## config.mk

```make
export PLATFORM = sky130hd
export DESIGN_NAME = mem_access_unit
export DESIGN_NICKNAME = d
export VERILOG_FILES = /design/src/rtl/mem_access_unit.sv
export SDC_FILE = /design/constraint.sdc
export NUM_CORES = 1
export LEC_CHECK = 0
export BUFFER_PORTS_ARGS = -buffer_cell sky130_fd_sc_hd__buf_4
export CORE_MARGIN = 3
export CORE_UTILIZATION = 50
export CTS_CLUSTER_DIAMETER = 100
export DETAILED_ROUTE_END_ITERATION = 16
export HOLD_SLACK_MARGIN = 0.06
export PLACE_DENSITY = 0.94
export SLEW_MARGIN = 20
export SYNTH_ARGS = -nofsm -noshare
export SYNTH_HDL_FRONTEND = slang
export SYNTH_SLANG_ARGS = --single-unit
```

## constraint.sdc

```tcl
create_clock -name clk -period 6.25 [get_ports clk]
set_input_delay 0.9375 -clock clk [delete_from_list [all_inputs] [get_ports clk]]
set_output_delay 0.9375 -clock clk [all_outputs]
set_load 0.01 [all_outputs]
```

## src/rtl/mem_access_unit.sv

```systemverilog
// mem_access_unit: MEM-stage load/store engine.
// Issues one req/ack data-memory access per instruction and stalls EX/MEM until done.
module mem_access_unit #(
    parameter int addrWidth = 16
) (
    input  logic                 clk,
    input  logic                 rst,
    input  logic [31:0]          inst,
    input  logic [31:0]          alu_out,
    input  logic [31:0]          rs2_rdata,
    input  logic                 dmem_ack,
    input  logic [31:0]          dmem_rdata,
    output logic                 dmem_req,
    output logic                 dmem_we,
    output logic [addrWidth-1:0] dmem_addr,
    output logic [31:0]          dmem_wdata,
    output logic [3:0]           dmem_wstrb,
    output logic                 stall,
    output logic [31:0]          ld_data,
    output logic                 ld_valid,
    output logic                 mem_err
);

    typedef enum logic [1:0] {
        IDLE,
        REQ,
        DONE
    } state_t;

    localparam logic [6:0] OP_LOAD  = 7'b0000011;
    localparam logic [6:0] OP_STORE = 7'b0100011;

    state_t state_q, state_d;

    logic                 req_q, req_d;
    logic                 we_q, we_d;
    logic [addrWidth-1:0] addr_q, addr_d;
    logic [31:0]          wdata_q, wdata_d;
    logic [3:0]           wstrb_q, wstrb_d;
    logic [31:0]          ld_data_q, ld_data_d;
    logic                 ld_valid_q, ld_valid_d;
    logic                 mem_err_q, mem_err_d;
    logic [2:0]           f3_q, f3_d;
    logic [1:0]           a_q, a_d;

    logic [6:0]  opcode;
    logic [2:0]  f3;
    logic [1:0]  a;
    logic        is_load;
    logic        is_store;
    logic        load_ok;
    logic        store_ok;
    logic        legal_op;
    logic        illegal_op;
    logic [31:0] st_wdata;
    logic [3:0]  st_wstrb;
    logic [31:0] rd_shift;
    logic [7:0]  rd_byte;
    logic [15:0] rd_half;
    logic [31:0] ld_ext;
    logic        stall_c;
    logic        unused_bits;

    assign opcode = inst[6:0];
    assign f3     = inst[14:12];
    assign a      = alu_out[1:0];

    // Only opcode, funct3 and the low address bits steer this stage.
    assign unused_bits = ^{inst[31:15], inst[11:7], alu_out};

    // Classify the held instruction and check width/alignment legality.
    always_comb begin
        is_load  = (opcode == OP_LOAD);
        is_store = (opcode == OP_STORE);
        load_ok  = 1'b0;
        store_ok = 1'b0;
        case (f3)
            3'd0, 3'd4: load_ok = 1'b1;
            3'd1, 3'd5: load_ok = ~a[0];
            3'd2:       load_ok = (a == 2'b00);
            default:    load_ok = 1'b0;
        endcase
        case (f3)
            3'd0:    store_ok = 1'b1;
            3'd1:    store_ok = ~a[0];
            3'd2:    store_ok = (a == 2'b00);
            default: store_ok = 1'b0;
        endcase
        legal_op   = (is_load & load_ok) | (is_store & store_ok);
        illegal_op = (is_load | is_store) & ~legal_op;
    end

    // Replicate store data across lanes and pick the byte enables.
    always_comb begin
        st_wdata = rs2_rdata;
        st_wstrb = 4'b1111;
        case (f3[1:0])
            2'd0: begin
                st_wdata = {4{rs2_rdata[7:0]}};
                st_wstrb = 4'b0001 << a;
            end
            2'd1: begin
                st_wdata = {2{rs2_rdata[15:0]}};
                st_wstrb = 4'b0011 << a;
            end
            default: begin
                st_wdata = rs2_rdata;
                st_wstrb = 4'b1111;
            end
        endcase
    end

    // Pull the addressed lane out of the read word and extend it.
    always_comb begin
        rd_shift = dmem_rdata >> {a_q, 3'b000};
        rd_byte  = rd_shift[7:0];
        rd_half  = a_q[1] ? dmem_rdata[31:16] : dmem_rdata[15:0];
        case (f3_q)
            3'd0:    ld_ext = {{24{rd_byte[7]}}, rd_byte};
            3'd4:    ld_ext = {24'd0, rd_byte};
            3'd1:    ld_ext = {{16{rd_half[15]}}, rd_half};
            3'd5:    ld_ext = {16'd0, rd_half};
            default: ld_ext = dmem_rdata;
        endcase
    end

    // Access sequencing: detect in IDLE, wait for ack in REQ, release in DONE.
    always_comb begin
        state_d    = state_q;
        req_d      = req_q;
        we_d       = we_q;
        addr_d     = addr_q;
        wdata_d    = wdata_q;
        wstrb_d    = wstrb_q;
        ld_data_d  = ld_data_q;
        ld_valid_d = 1'b0;
        mem_err_d  = 1'b0;
        f3_d       = f3_q;
        a_d        = a_q;
        stall_c    = 1'b0;
        unique case (state_q)
            IDLE: begin
                if (legal_op) begin
                    stall_c = 1'b1;
                    req_d   = 1'b1;
                    we_d    = is_store;
                    addr_d  = {alu_out[addrWidth-1:2], 2'b00};
                    wdata_d = is_store ? st_wdata : 32'd0;
                    wstrb_d = is_store ? st_wstrb : 4'd0;
                    f3_d    = f3;
                    a_d     = a;
                    state_d = REQ;
                end else if (illegal_op) begin
                    mem_err_d = 1'b1;
                end
            end
            REQ: begin
                stall_c = 1'b1;
                if (dmem_ack) begin
                    req_d = 1'b0;
                    if (!we_q) begin
                        ld_data_d  = ld_ext;
                        ld_valid_d = 1'b1;
                    end
                    state_d = DONE;
                end
            end
            DONE: begin
                // The old instruction is still visible here; never reissue it.
                state_d = IDLE;
            end
            default: begin
                state_d = IDLE;
            end
        endcase
    end

    // State and registered outputs.
    always_ff @(posedge clk or posedge rst) begin
        if (rst) begin
            state_q    <= IDLE;
            req_q      <= 1'b0;
            we_q       <= 1'b0;
            addr_q     <= '0;
            wdata_q    <= 32'd0;
            wstrb_q    <= 4'd0;
            ld_data_q  <= 32'd0;
            ld_valid_q <= 1'b0;
            mem_err_q  <= 1'b0;
            f3_q       <= 3'd0;
            a_q        <= 2'd0;
        end else begin
            state_q    <= state_d;
            req_q      <= req_d;
            we_q       <= we_d;
            addr_q     <= addr_d;
            wdata_q    <= wdata_d;
            wstrb_q    <= wstrb_d;
            ld_data_q  <= ld_data_d;
            ld_valid_q <= ld_valid_d;
            mem_err_q  <= mem_err_d;
            f3_q       <= f3_d;
            a_q        <= a_d;
        end
    end

    assign dmem_req   = req_q;
    assign dmem_we    = we_q;
    assign dmem_addr  = addr_q;
    assign dmem_wdata = wdata_q;
    assign dmem_wstrb = wstrb_q;
    assign stall      = stall_c;
    assign ld_data    = ld_data_q;
    assign ld_valid   = ld_valid_q;
    assign mem_err    = mem_err_q;

endmodule

```

# Yosys cells after proc, flatten, opt, wreduce, memory -nomap -nowiden
# Index checks and enable logic that the tools add are counted.
word_totals:
  inputBits: 131
  register_bits: 93
classes:
  reduce_logical: 12
  n_shift: 3
  eq_ne: 13
  mux: 22
  bitwise: 8
op_table:
  columns: ["operator", "n"]
  rows:
  - ["$pmux 32 s4", 1]
  - ["$pmux 32 s2", 1]
  - ["$mux 32", 1]
  - ["$shr 32x5->8", 1]
  - ["$mux 16", 1]
  - ["$eq 3x3->1 const B", 4]
  - ["$mux 1", 9]
  - ["$pmux 4 s2", 1]
  - ["$eq 7x2->1 const B", 1]
  - ["$eq 7x6->1 const B", 1]
  - ["$eq 3x1->1 const B", 2]
  - ["$logic_not 2->1", 3]
  - ["$logic_not 3->1", 2]
  - ["$pmux 1 s3", 2]
  - ["$reduce_and 3->1", 2]
  - ["$eq 2x1->1 const B", 2]
  - ["$mux 2", 2]
  - ["$mux 4", 1]
  - ["$ne 2x2->1 const B", 2]
  - ["$pmux 1 s2", 2]
  - ["$pmux 2 s2", 1]
  - ["$reduce_and 2->1", 2]
  - ["$reduce_or 2->1", 2]
  - ["$shl 1x2->4 const A", 1]
  - ["6 further kinds", 11]

# Longest topological paths before layout
# Gate-level depths: netlist of run 1.
depth:
  depth_word: 10
  depth_mapped: 7

# Worst setup path before layout of run 1
# OpenSTA, ideal clock, no wires.
synth_path:
  path_kind: "in2out"
  startpoint: "in inst[12]"
  endpoint: "out stall"
  path_buffers: 1
  slack_ps: 3584
  required_ps: 5312
  t_arrival_ps: 1729
  stages: 5
  cell_sequence: "buf_6 -> nor4_2 -> or2_2 -> a31oi_1 -> nor2_1"
synth_via:
  elab_chain_len: 7
  elab_cells_between_ends: 14
  classes_between: "eq/ne (4); mux (4); bitwise (3); reduce/logical (3)"
synth_lines:
  columns: ["element", "line_no", "rtl"]
  rows:
  - ["start: declaration", "8", "input logic [31:0] inst,"]
  - ["$eq 3x1->1, or another cell as far along", "77, 83", null]
  - ["$reduce_or 2->1", "77", "case (f3)"]
  - ["$pmux 1 s3", "77", null]
  - ["$and 1x1->1", "89", "legal_op = (is_load & load_ok) | (is_store & store_ok);"]
  - ["$or 1x1->1 *", "89", null]
  - ["$mux 1 *", "143", "if (legal_op) begin"]
  - ["$pmux 1 s2 *", "141", "unique case (state_q)"]
  - ["end: declaration", "18", "output logic stall,"]
# Every way passes the cells marked *; elsewhere a longest branch is shown, timed or not.

# Worst setup path after layout of run 1
layout_path:
  startpoint: "in inst[5]"
  endpoint: "out stall"
layout_via:
  elab_chain_len: 5
  elab_cells_between_ends: 7
  classes_between: "eq/ne (2); mux (2); bitwise (3)"
layout_lines:
  columns: ["element", "line_no"]
  rows:
  - ["$eq 7x2->1 or $eq 7x6->1 (tied branches)", "73, 74"]
  - ["$and 1x1->1", "89"]
  - ["$or 1x1->1 *", "89"]
  - ["$mux 1 *", "143"]
  - ["$pmux 1 s2 *", "141"]
# Marked as above.

==> results of run 1 <==
## area by class of cell
type | count | area share (%)
inverter | 13 | 0.834
multi-input combinational | 341 | 33.4
timing repair buffer | 183 | 22.3
tap | 108 | 2.20
sequential | 93 | 37.8
clock buffer | 11 | 2.46
clock inverter | 5 | 0.956
## flip-flops by register name, indices dropped and copies added, names as in the netlist
| register | flops |
|---|---|
| a_q | 2 |
| dmem_addr | 14 |
| dmem_req | 1 |
| dmem_wdata | 32 |
| dmem_we | 1 |
| dmem_wstrb | 4 |
| f3_q | 3 |
| ld_data | 32 |
| ld_valid | 1 |
| mem_err | 1 |
| state_q | 2 |
## power by group
group          leakage [uW]  internal [uW]  switching (uW)
combinational       0.00181            201             177
clock              0.000102            207             211
sequential          0.00125            678            55.3
total               0.00316           1090             444
## layer usage
metal	GRT usage, %	up-vias
met5	0	-
met3	7.92	16
li1	-	1947
met1	28.0	1975
met4	7.57	0
met2	44.1	218
## placed cells by master (no fill, tap or decap), types with 16 or more instances in the layout
cell and count:
a21oi_1 30, nand2_1 110, mux2i_1 18, buf_4 183
nand3_1 33, mux2_4 16, o21ai_0 64, mux2_2 22
dfrtp_1 93
## per-stage QoR
stage | util, % | cells | worst slack, ns
final | 69.9 | 754 | 3.21
after global routing | 69.9 | 754 | 3.12
after CTS | 69.9 | 754 | 3.24
after detailed placement | 67.5 | 738 | 2.93
after global placement | 67.5 | 738 | 3.00
after floorplan | - | 483 | 2.89
## final timing paths
check	from	to	slack [ns]
max in group asynchronous	rst	dmem_wstrb[1]	4.57
hold / removal	ld_data[1]	ld_data[1]	0.49
setup / recovery	inst[5]	stall	3.21
setup reg to reg	state_q[0]	ld_data[26]	4.04
min in group asynchronous	rst	dmem_addr[11]	0.65
hold reg to reg	ld_data[1]	ld_data[1]	0.49
## kinds of logic (layout without fill, tap and decap cells)
kind of cell / Yosys count / after routing
AOI/OAI and AO/OA: 103 / 103
buffers and inverters: 49 / 212
DFF: 93 / 93
muxes: 56 / 56
other: 1 / 2
and+or+nand+nor: 180 / 180
## worst max-delay path: cells and delay by family
| kind | cells | cell delay (ns) |
|---|---|---|
| AND/OR/NAND/NOR | 2 | 0.39 |
| buffers and inverters | 2 | 0.48 |
| AO/OA/AOI/OAI | 2 | 0.28 |
==> summary.md, run 1 <==
| Metric | Value |
|---|---|
| GRT overflow | `0` |
| Worst min path class | `flop to flop` |
| Commonest cells in the netlist | `110 x nand2_1, 93 x dfrtp_1, 64 x o21ai_0` |
| Chip Width | `102 um` |
| Cells after synthesis | `around 480` |
| Number of flops mapped to enable cells by yosys | `0` |
| Diodes inserted | `0` |
| Worst Tran Pin Value | `0.822 ns` |
| Fmax | `0.329 GHz` |
| Antenna violations before repair | `0` |
| FF-to-FF path depth | `5` |
| Final hold vios | `0` |
| LEAKAGE | `between 0.003 and 0.004 uW` |
| DRC viols | `0` |
| Highest-delay cell along the critical path | `buf_4` |
| Detailed Route WL | `12.8 mm` |
| Fin. max-slew vios | `0` |
| Final setup TNS | `0 ns` |
| Outcome | `finished clean` |
| Ys async rst share | `100%` |
| Maximum net fanout on the critical path | `38` |
| CTS max path bufs | `2` |
| Clk Latency, worst-skew pair | `0.35 ns` |
| Setup crit start kind | `input port` |
| 1st-pass router iterations | `4` |
| I/O Buffers | `roughly 180` |
| Post-CTS Setup Bufs | `0` |
| # rows | `34` |
| Dominant synthesized flop cell | `dfrtp_1` |
| Full die area | `10400 um2` |
| Synth Area in Adders | `0%` |
| H-tree depth | `3` |
| Worst EP arrival | `2.10 ns` |
| Design Area, Final | `about 6000 um2` |
| Top sig layer | `met4` |
| Met2 routed WL | `between 6 and 7 mm` |
| Max-cap violations | `0` |
| CP Class | `input port to output port` |
| Share of the yosys chip area belonging to registers | `50.6%` |
| PwrDens | `approximately 250 nW/um2` |
| Initial DRC count | `146` |
| Via-to-Cell Ratio | `5.51` |
| Worst Setup End Kind | `output port` |
| Most common cell in the netlist | `nand2_1` |
| Clk_skew | `0.0116 ns` |
| Vias in the first global route | `4131` |
| CP dominant cell by count | `buf_4` |
| Synth area leaders | `dfrtp_1 51%, nand2_1 9.0%, o21ai_0 7.0%, mux2_2 5.4%, mux2_4 5.2%` |
| Post-DP Area | `approximately 5900 um2` |
| Final period util | `approximately half` |
| WHS | `~0.5 ns` |
| Area of the multi-input gates | `2060 um2` |
| Reg clk slew, reported paths | `0.09 ns` |
| Metal-1 WL | `~4.8 mm` |
| Required @ worst endpoint | `approximately 5.3 ns` |
| Xor-xnor portion of the synthesized cell area | `0%` |
| Crit-path max cell delay | `0.34 ns` |
| CTS tree | `done` |
| FF+latch area | `between 2000 and 2500 um2` |
| Tmin final | `3.04 ns` |
| CTS sink count | `93` |
| Area share of the leading cell type in the synthesized netlist | `50.6%` |
| Met3 WL | `1.33 mm` |
| Largest family of logic cells by synthesized area | `simple AND/OR/NAND/NOR gates` |
| Total Power | `around 1500 uW` |
| First-pass GRT wire length | `about 20 mm` |
| Number of distinct library cells after synthesis | `37` |
| TritonCTS buffer count | `9` |
| I/O pin cnt | `220` |
| Final setup viols | `0` |
| Peak VDD IR | `0.131 mV` |
| Layout area overhead | `33.8%` |
| Mapped Area | `between 4000 and 5000 um2` |
| Clock root buffer | `clkbuf_8` |
| Die height | `102 um` |
| Syn avg cell area | `9.54 um2` |
| Post-synthesis mux area share | `between 10% and 20%` |
| Vias | `4156` |
| # resized after CTS | `0` |
| Yosys reg bits | `93` |
| Area leader, netlist | `dfrtp_1` |
| Hold path cells | `2` |
| Share of cells above drive strength 1 | `a little under two fifths` |
| Nets@finish | `772` |
| Fill count | `644` |
| HPWL Detailed | `about 9.6 mm` |
| Wire per inst | `17.0 um` |
| Number of hold buffers added after cts | `0` |
| Post-Synth Simple-Gate Area | `between 10% and 20%` |
| Core area | `between 8000 and 9000 um2` |
| Crit path cell chain | `buf_4 -> a221oi_2 -> or2_2 -> a31oi_1 -> nor2_1 -> buf_4` |
| Relative slew slack | `45.2%` |
| RSZ-0062 raised after global routing | `false` |
| YS warnings | `0` |
| RD Place Congestion | `~0.9` |
| Starting Density | `52.2%` |
| Total track usage | `24.6%` |
| Antenna-violating nets left | `0` |
| Largest net degree at the start of global routing | `between 70 and 80` |
| Synth Area in Compound Gates | `between 10 and 15%` |
No activity file was read; power rests on OpenSTA's default activity.
==> run 2, diff against run 1 <==
--- a/config.mk
+++ b/config.mk
@@ -5,13 +5,14 @@
 export SDC_FILE = /design/constraint.sdc
 export NUM_CORES = 1
 export LEC_CHECK = 0
+export ABC_AREA = 1
 export BUFFER_PORTS_ARGS = -buffer_cell sky130_fd_sc_hd__buf_4
 export CORE_MARGIN = 3
-export CORE_UTILIZATION = 50
+export CORE_UTILIZATION = 48
 export CTS_CLUSTER_DIAMETER = 100
 export DETAILED_ROUTE_END_ITERATION = 16
 export HOLD_SLACK_MARGIN = 0.06
-export PLACE_DENSITY = 0.94
+export PLACE_DENSITY = 0.9
 export SLEW_MARGIN = 20
 export SYNTH_ARGS = -nofsm -noshare
 export SYNTH_HDL_FRONTEND = slang
==> constraint.sdc (replaced) <==
create_clock -name clk -period 2.95 [get_ports clk]
set_input_delay 0.4425 -clock clk [delete_from_list [all_inputs] [get_ports clk]]
set_output_delay 0.4425 -clock clk [all_outputs]
set_load 0.01 [all_outputs]
==> run 2 against run 1 <==
Against the previous run: area after synthesis increased by 8.6%; sequential share of layout area is 2.7 points lower; first-iteration DRC count rose by 120%; final area grew 7.7%; sequential cell count is the same; die area grew 12%; largest power group unchanged; highest routed layer unchanged.
==> summary.md, run 2 <==
| Metric | Value |
|---|---|
| Outcome | `finished clean` |
| TritonCTS buffer count | `9` |
| Max-cap violations | `0` |
| CTS max path bufs | `2` |
| Worst min path class | `input port to async pin` |
| Peak VDD IR | `between 0.2 and 0.3 mV` |
| LEAKAGE | `0.00394 uW` |
| Worst Tran Pin Value | `a little over 1 ns` |
| Most frequent cells in the layout | `327 x nand2_1, 189 x buf_4, 93 x dfrtp_1, 78 x inv_1, 48 x nor2_1` |
| WHS | `~0.13 ns` |
| Ys async rst share | `100%` |
| Worst Setup End Kind | `output port` |
| Antenna violations before repair | `0` |
| Total Power | `between 3000 and 4000 uW` |
| Clock root buffer | `clkbuf_8` |
| Crit path cell chain | `buf_4 -> nor2_4 -> nor2_1 -> nor2_4 -> nand4_2 -> nand2_1 -> buf_4` |
| Tmin final | `roughly 2.0 ns` |
| DRC viols | `0` |
| Area leader, netlist | `dfrtp_1` |
| CP Class | `input port to output port` |
| I/O Buffers | `179` |
| Cells after synthesis | `710` |
| FF-to-FF path depth | `8` |
| Post-CTS Setup Bufs | `0` |
| Wire per inst | `approximately 14 um` |
| Diodes inserted | `0` |
| Final hold vios | `0` |
| Share of the yosys chip area belonging to registers | `46.6%` |
| Relative slew slack | `31.5%` |
| Layout area overhead | `32.6%` |
| Reg clk slew, reported paths | `0.10 ns` |
| # resized after CTS | `0` |
| Pre-CTS setup slack | `0.923 ns` |
| Vias in the first global route | `4787` |
| Clk_skew | `0.00890 ns` |
| CTS tree | `done` |
| Die height | `between 100 and 150 um` |
| Core area | `9950 um2` |
| Design Area, Final | `6630 um2` |
| Area share of the leading cell type in the synthesized netlist | `46.6%` |
| CTS sink count | `between 90 and 100` |
| Clk Latency, worst-skew pair | `between 0.3 and 0.4 ns` |
| Setup crit start kind | `input port` |
| Antenna-violating nets left | `0` |
| Largest net degree at the start of global routing | `43` |
| YS warnings | `0` |
| Vias | `4990` |
| Reg2reg start | `state_q[1]` |
| PwrDens | `469 nW/um2` |
| Crit. Startpoint | `inst[13]` |
| Full die area | `11700 um2` |
| Synth area leaders | `dfrtp_1 47%, nand2_1 25%, inv_1 5.9%, nor2_1 3.6%, o21ai_0 3.1%` |
| Fin. max-slew vios | `0` |
| Final setup TNS | `0 ns` |
| Nets@finish | `1008` |
| Worst EP arrival | `1.53 ns` |
| Final setup margin | `0.980 ns` |
| Met2 GRT Util | `41.3%` |
| RSZ-0062 raised after global routing | `false` |
| RR Endpoint | `ld_data[29]` |
| Total track usage | `24.6%` |
| Highest-delay cell along the critical path | `nor2_4` |
| Crit-path max cell delay | `0.26 ns` |
| Detailed Route WL | `13.9 mm` |
| Number of flops mapped to enable cells by yosys | `0` |
| Yosys reg bits | `93` |
| Critical path's top delay family | `simple AND/OR/NAND/NOR gates` |
| Dominant synthesized flop cell | `dfrtp_1` |
| I/O pin cnt | `220` |
| Required @ worst endpoint | `2.51 ns` |
| CP endpoint | `stall` |
| WP buf/inv | `2` |
| GRT overflow | `0` |
| Worst R2R Setup Slack | `1.00 ns` |
| Share of cells above drive strength 1 | `26.2%` |
| Met1 GRT Util | `31.2%` |
| Syn avg cell area | `7.03 um2` |
| Chip Width | `108 um` |
| Starting Density | `50.2%` |
| Fmax | `0.508 GHz` |
| Final setup viols | `0` |
| First-pass GRT wire length | `22.8 mm` |
| Final period util | `66.8%` |
| H-tree depth | `3` |
| Busiest grt layer | `met2` |
| HPWL Detailed | `10.2 mm` |
| Commonest cells in the netlist | `327 x nand2_1, 93 x dfrtp_1, 79 x inv_1` |
| Most common cell in the netlist | `nand2_1` |
| Mapped Area | `4990 um2` |
| # rows | `36` |
| RD Place Congestion | `just over 0.8` |
| Maximum net fanout on the critical path | `20` |
| WP depth | `7` |
| Number of distinct library cells after synthesis | `30` |
| Grt met3 use | `under 10%` |
| Number of hold buffers added after cts | `0` |
| Commonest non-fill, non-tap cell in the layout | `nand2_1` |
| Via-to-Cell Ratio | `~4.9` |
| 1st-pass router iterations | `5` |
| Post-DP Area | `approximately 6400 um2` |
| Initial DRC count | `between 300 and 400` |
## run 2: cell count changes in the layout (fill, tap and decap cells not counted), sizes merged, moves of 9 or more
cell | previous run | this run
nand2b | 9 | 0
inv | 12 | 83
o211ai | 1 | 11
nor2 | 10 | 55
nand2 | 110 | 328
or2 | 1 | 25
o21ai | 64 | 33
mux2i | 18 | 0
mux2 | 38 | 0
a21oi | 30 | 9
## run 2: logic make-up (layout without fill, tap and decap cells)
kind of cell	count (synthesis)	count (layout)	share of synthesized area, %
buffers and inverters	117	288	10.3
DFF	93	93	46.6
and+or+nand+nor	445	445	37.0
AOI/OAI and AO/OA	54	54	6.01
other	1	2	0.0751
## run 2: how the worst min path moves through the flow
stage	cells past startpoint	endpoint
finish	2	dmem_addr[6]
global route	2	ld_data[30]
CTS	2	dmem_addr[13]
detailed placement	2	dmem_wstrb[3]
global placement	2	dmem_addr[11]
floorplan	2	f3_q[0]
## run 2: cell type report
type,instances,area [um2]
Multi-Input combinational cell,501,2160
Sequential cell,93,2330
Inverter,82,313
Fill cell,882,3330
Tap cell,133,166
Clock buffer,10,128
Timing Repair Buffer,190,1440
Clock inverter,6,93.8
## run 2: report_power, final
group | leakage (uW) | switching [uW] | total [uW] | internal, uW
sequential | 0.00123 | 60.9 | 1440 | 1380
clock | 0.000107 | 482 | 968 | 486
combinational | 0.00261 | 360 | 696 | 336
## run 2: metal layers
metal  vias up  part of all wire (%)
li1       2480                     -
met1      2260                    40
met2       229                    48
met3        21                    10
met4         0                   1.7
met5         -                     0
## run 2: per-stage QoR
step | util, % | std cells
3_5_place_dp | 64.3 | 999
2_1_floorplan | - | 711
4_1_cts | 66.6 | 1015
5_1_grt | 66.6 | 1015
6_report | 66.6 | 1015
3_3_place_gp | 64.3 | 999
==> run 3, diff against run 2 <==
--- a/config.mk
+++ b/config.mk
@@ -8,11 +8,11 @@
 export ABC_AREA = 1
 export BUFFER_PORTS_ARGS = -buffer_cell sky130_fd_sc_hd__buf_4
 export CORE_MARGIN = 3
-export CORE_UTILIZATION = 48
+export CORE_UTILIZATION = 43
 export CTS_CLUSTER_DIAMETER = 100
 export DETAILED_ROUTE_END_ITERATION = 16
 export HOLD_SLACK_MARGIN = 0.06
-export PLACE_DENSITY = 0.9
+export PLACE_DENSITY = 0.86
 export SLEW_MARGIN = 20
 export SYNTH_ARGS = -nofsm -noshare
 export SYNTH_HDL_FRONTEND = slang
==> constraint.sdc (replaced) <==
create_clock -name clk -period 1.59 [get_ports clk]
set_input_delay 0.2385 -clock clk [delete_from_list [all_inputs] [get_ports clk]]
set_output_delay 0.2385 -clock clk [all_outputs]
set_load 0.01 [all_outputs]
==> run 3 against run 2 <==
Against the previous run: cell count rose by 2.3%; sequential power rose by 86%; clock power rose by 130%; clock skew fell by 0.0046 ns; sequential cell count did not move; via count rose by 1.3%; sequential share of layout area fell by 1.5 points; clock-buffer cell count rose by 1; die area rose by 11%; critical path depth fell by 3; first-iteration DRC count rose by 34%; routed wire length rose by 3.5%; critical path type is now flop to output port; critical endpoint unchanged.
==> summary.md, run 3 (same netlist as run 2, synthesis figures left out) <==
| Metric | Value |
|---|---|
| Relative slew slack | `62.7%` |
| Largest net degree at the start of global routing | `63` |
| Full die area | `12900 um2` |
| LEAKAGE | `between 0.004 and 0.005 uW` |
| CP Class | `flop to output port` |
| Outcome | `finished clean` |
| Nets@finish | `1024` |
| Wire per inst | `13.8 um` |
| Utilization after layout | `62.5%` |
| Most frequent cells in the layout | `327 x nand2_1, 198 x buf_4, 93 x dfrtp_1, 78 x inv_1, 46 x nor2_1` |
| Detailed Route WL | `14.4 mm` |
| Antenna-violating nets left | `0` |
| Post-DP Area | `6580 um2` |
| HPWL Detailed | `10.8 mm` |
| Area of the multi-input gates | `2180 um2` |
| GRT overflow | `0` |
| DRC viols | `0` |
| TritonCTS buffer count | `9` |
| 1st-pass router iterations | `5` |
| Worst EP arrival | `about 1.3 ns` |
| Total track usage | `approximately 23%` |
| H-tree depth | `3` |
| Initial DRC count | `422` |
| Worst min path class | `input port to flop` |
| Vias in the first global route | `roughly 4900` |
| Tmin final | `1.53 ns` |
| Vias | `5056` |
| Fmax | `between 0.6 and 0.7 GHz` |
| Die height | `~110 um` |
| RD Place Congestion | `0.871` |
| Max-cap violations | `0` |
| Final setup margin | `approximately 0.061 ns` |
| CTS tree | `done` |
| I/O Buffers | `between 150 and 200` |
| # rows | `38` |
| Final period util | `96.2%` |
| Antenna violations before repair | `0` |
| Layout area overhead | `38.6%` |
| CTS max path bufs | `2` |
| Starting Density | `45.1%` |
| Reg clk slew, reported paths | `roughly 0.06 ns` |
| Via-to-Cell Ratio | `4.87` |
| First-pass GRT wire length | `23.4 mm` |
| Fill count | `991` |
| Share of cells above drive strength 1 | `27.6%` |
| Final setup viols | `0` |
| I/O pin cnt | `220` |
| Pre-CTS setup slack | `0.0809 ns` |
| Commonest non-fill, non-tap cell in the layout | `nand2_1` |
| Clock root buffer | `clkbuf_16` |
| Clk Latency, worst-skew pair | `0.34 ns` |
| Required @ worst endpoint | `1.35 ns` |
| CTS sink count | `slightly above 90` |
| Maximum net fanout on the critical path | `4` |
| Worst Tran Pin Value | `0.559 ns` |
| Diodes inserted | `0` |
| Chip Width | `~110 um` |
| PwrDens | `899 nW/um2` |
| Core area | `11100 um2` |
| Design Area, Final | `roughly 7000 um2` |
| Clk_skew | `0.00434 ns` |
| Peak VDD IR | `0.627 mV` |
| FF+latch area | `2330 um2` |
| Fin. max-slew vios | `0` |
| Setup crit start kind | `flop` |
| Worst Setup End Kind | `output port` |
| Final hold vios | `0` |
==> run 3: what timing repair did <==
| action | 4_1_cts | 5_1_grt |
|---|---|---|
| gates resized for setup | 3 | 2 |
| endpoints found under the hold margin | 77 | 0 |
| setup endpoints to repair | 1 | 12 |
| hold buffers | 1 | 0 |
| pin swaps | 0 | 1 |
| buffers inserted | 0 | 1 |
==> run 3: worst max-delay path: stages, from the launching register on <==
cell and delay, ns:
dfrtp_1 0.41, nor2_4 0.17, nand4_4 0.16, nand2_1 0.09
buf_4 0.12
==> run 3: metal layers <==
metal | up-vias | wire length (um) | GRT usage (%)
li1 | 2507 | - | -
met1 | 2303 | 5680 | 28.3
met2 | 219 | 6880 | 37.1
met3 | 27 | 1440 | 5.99
met4 | 0 | 358 | 8.79
met5 | - | 0 | 0
==> run 3: cell type report <==
class                      instances  share of cell area (%)
inverter                          82                    4.54
sequential                        93                    33.6
timing repair buffer             206                    23.5
tap                              140                    2.53
multi-input combinational        501                    31.4
clock inverter                     5                   0.849
clock buffer                      11                    3.51
==> run 3: final timing paths <==
check | slack, ns | depth (start not counted) | from | end
worst max register to register | 0.20 | 9 | state_q[1] | ld_data[15]
min in group asynchronous | 0.55 | 4 | rst | dmem_wdata[20]
worst min register to register | 0.48 | 2 | dmem_wdata[0] | dmem_wdata[0]
worst max-delay path | 0.06 | 4 | state_q[0] | stall
worst min-delay path | 0.09 | 2 | dmem_ack | state_q[0]
max in group asynchronous | 0.69 | 4 | rst | ld_data[24]
==> run 3: per-stage QoR <==
step	instances	total power, uW	hold slack [ns]	TNS [ns]
after floorplan	711	3360	0.333	0
after detailed placement	1020	4070	0.373	0
after global routing	1038	6550	0.0742	-0.00776
after global placement	1020	4030	0.366	0
final	1038	6220	0.0853	0
after CTS	1037	6290	0.0760	0
==> run 3: where the power goes <==
part           internal [uW]  switching [uW]  total, uW
clock network           1270             940       2210
registers               2560             115       2680
logic                    662             675       1340
total                   4490            1730       6220
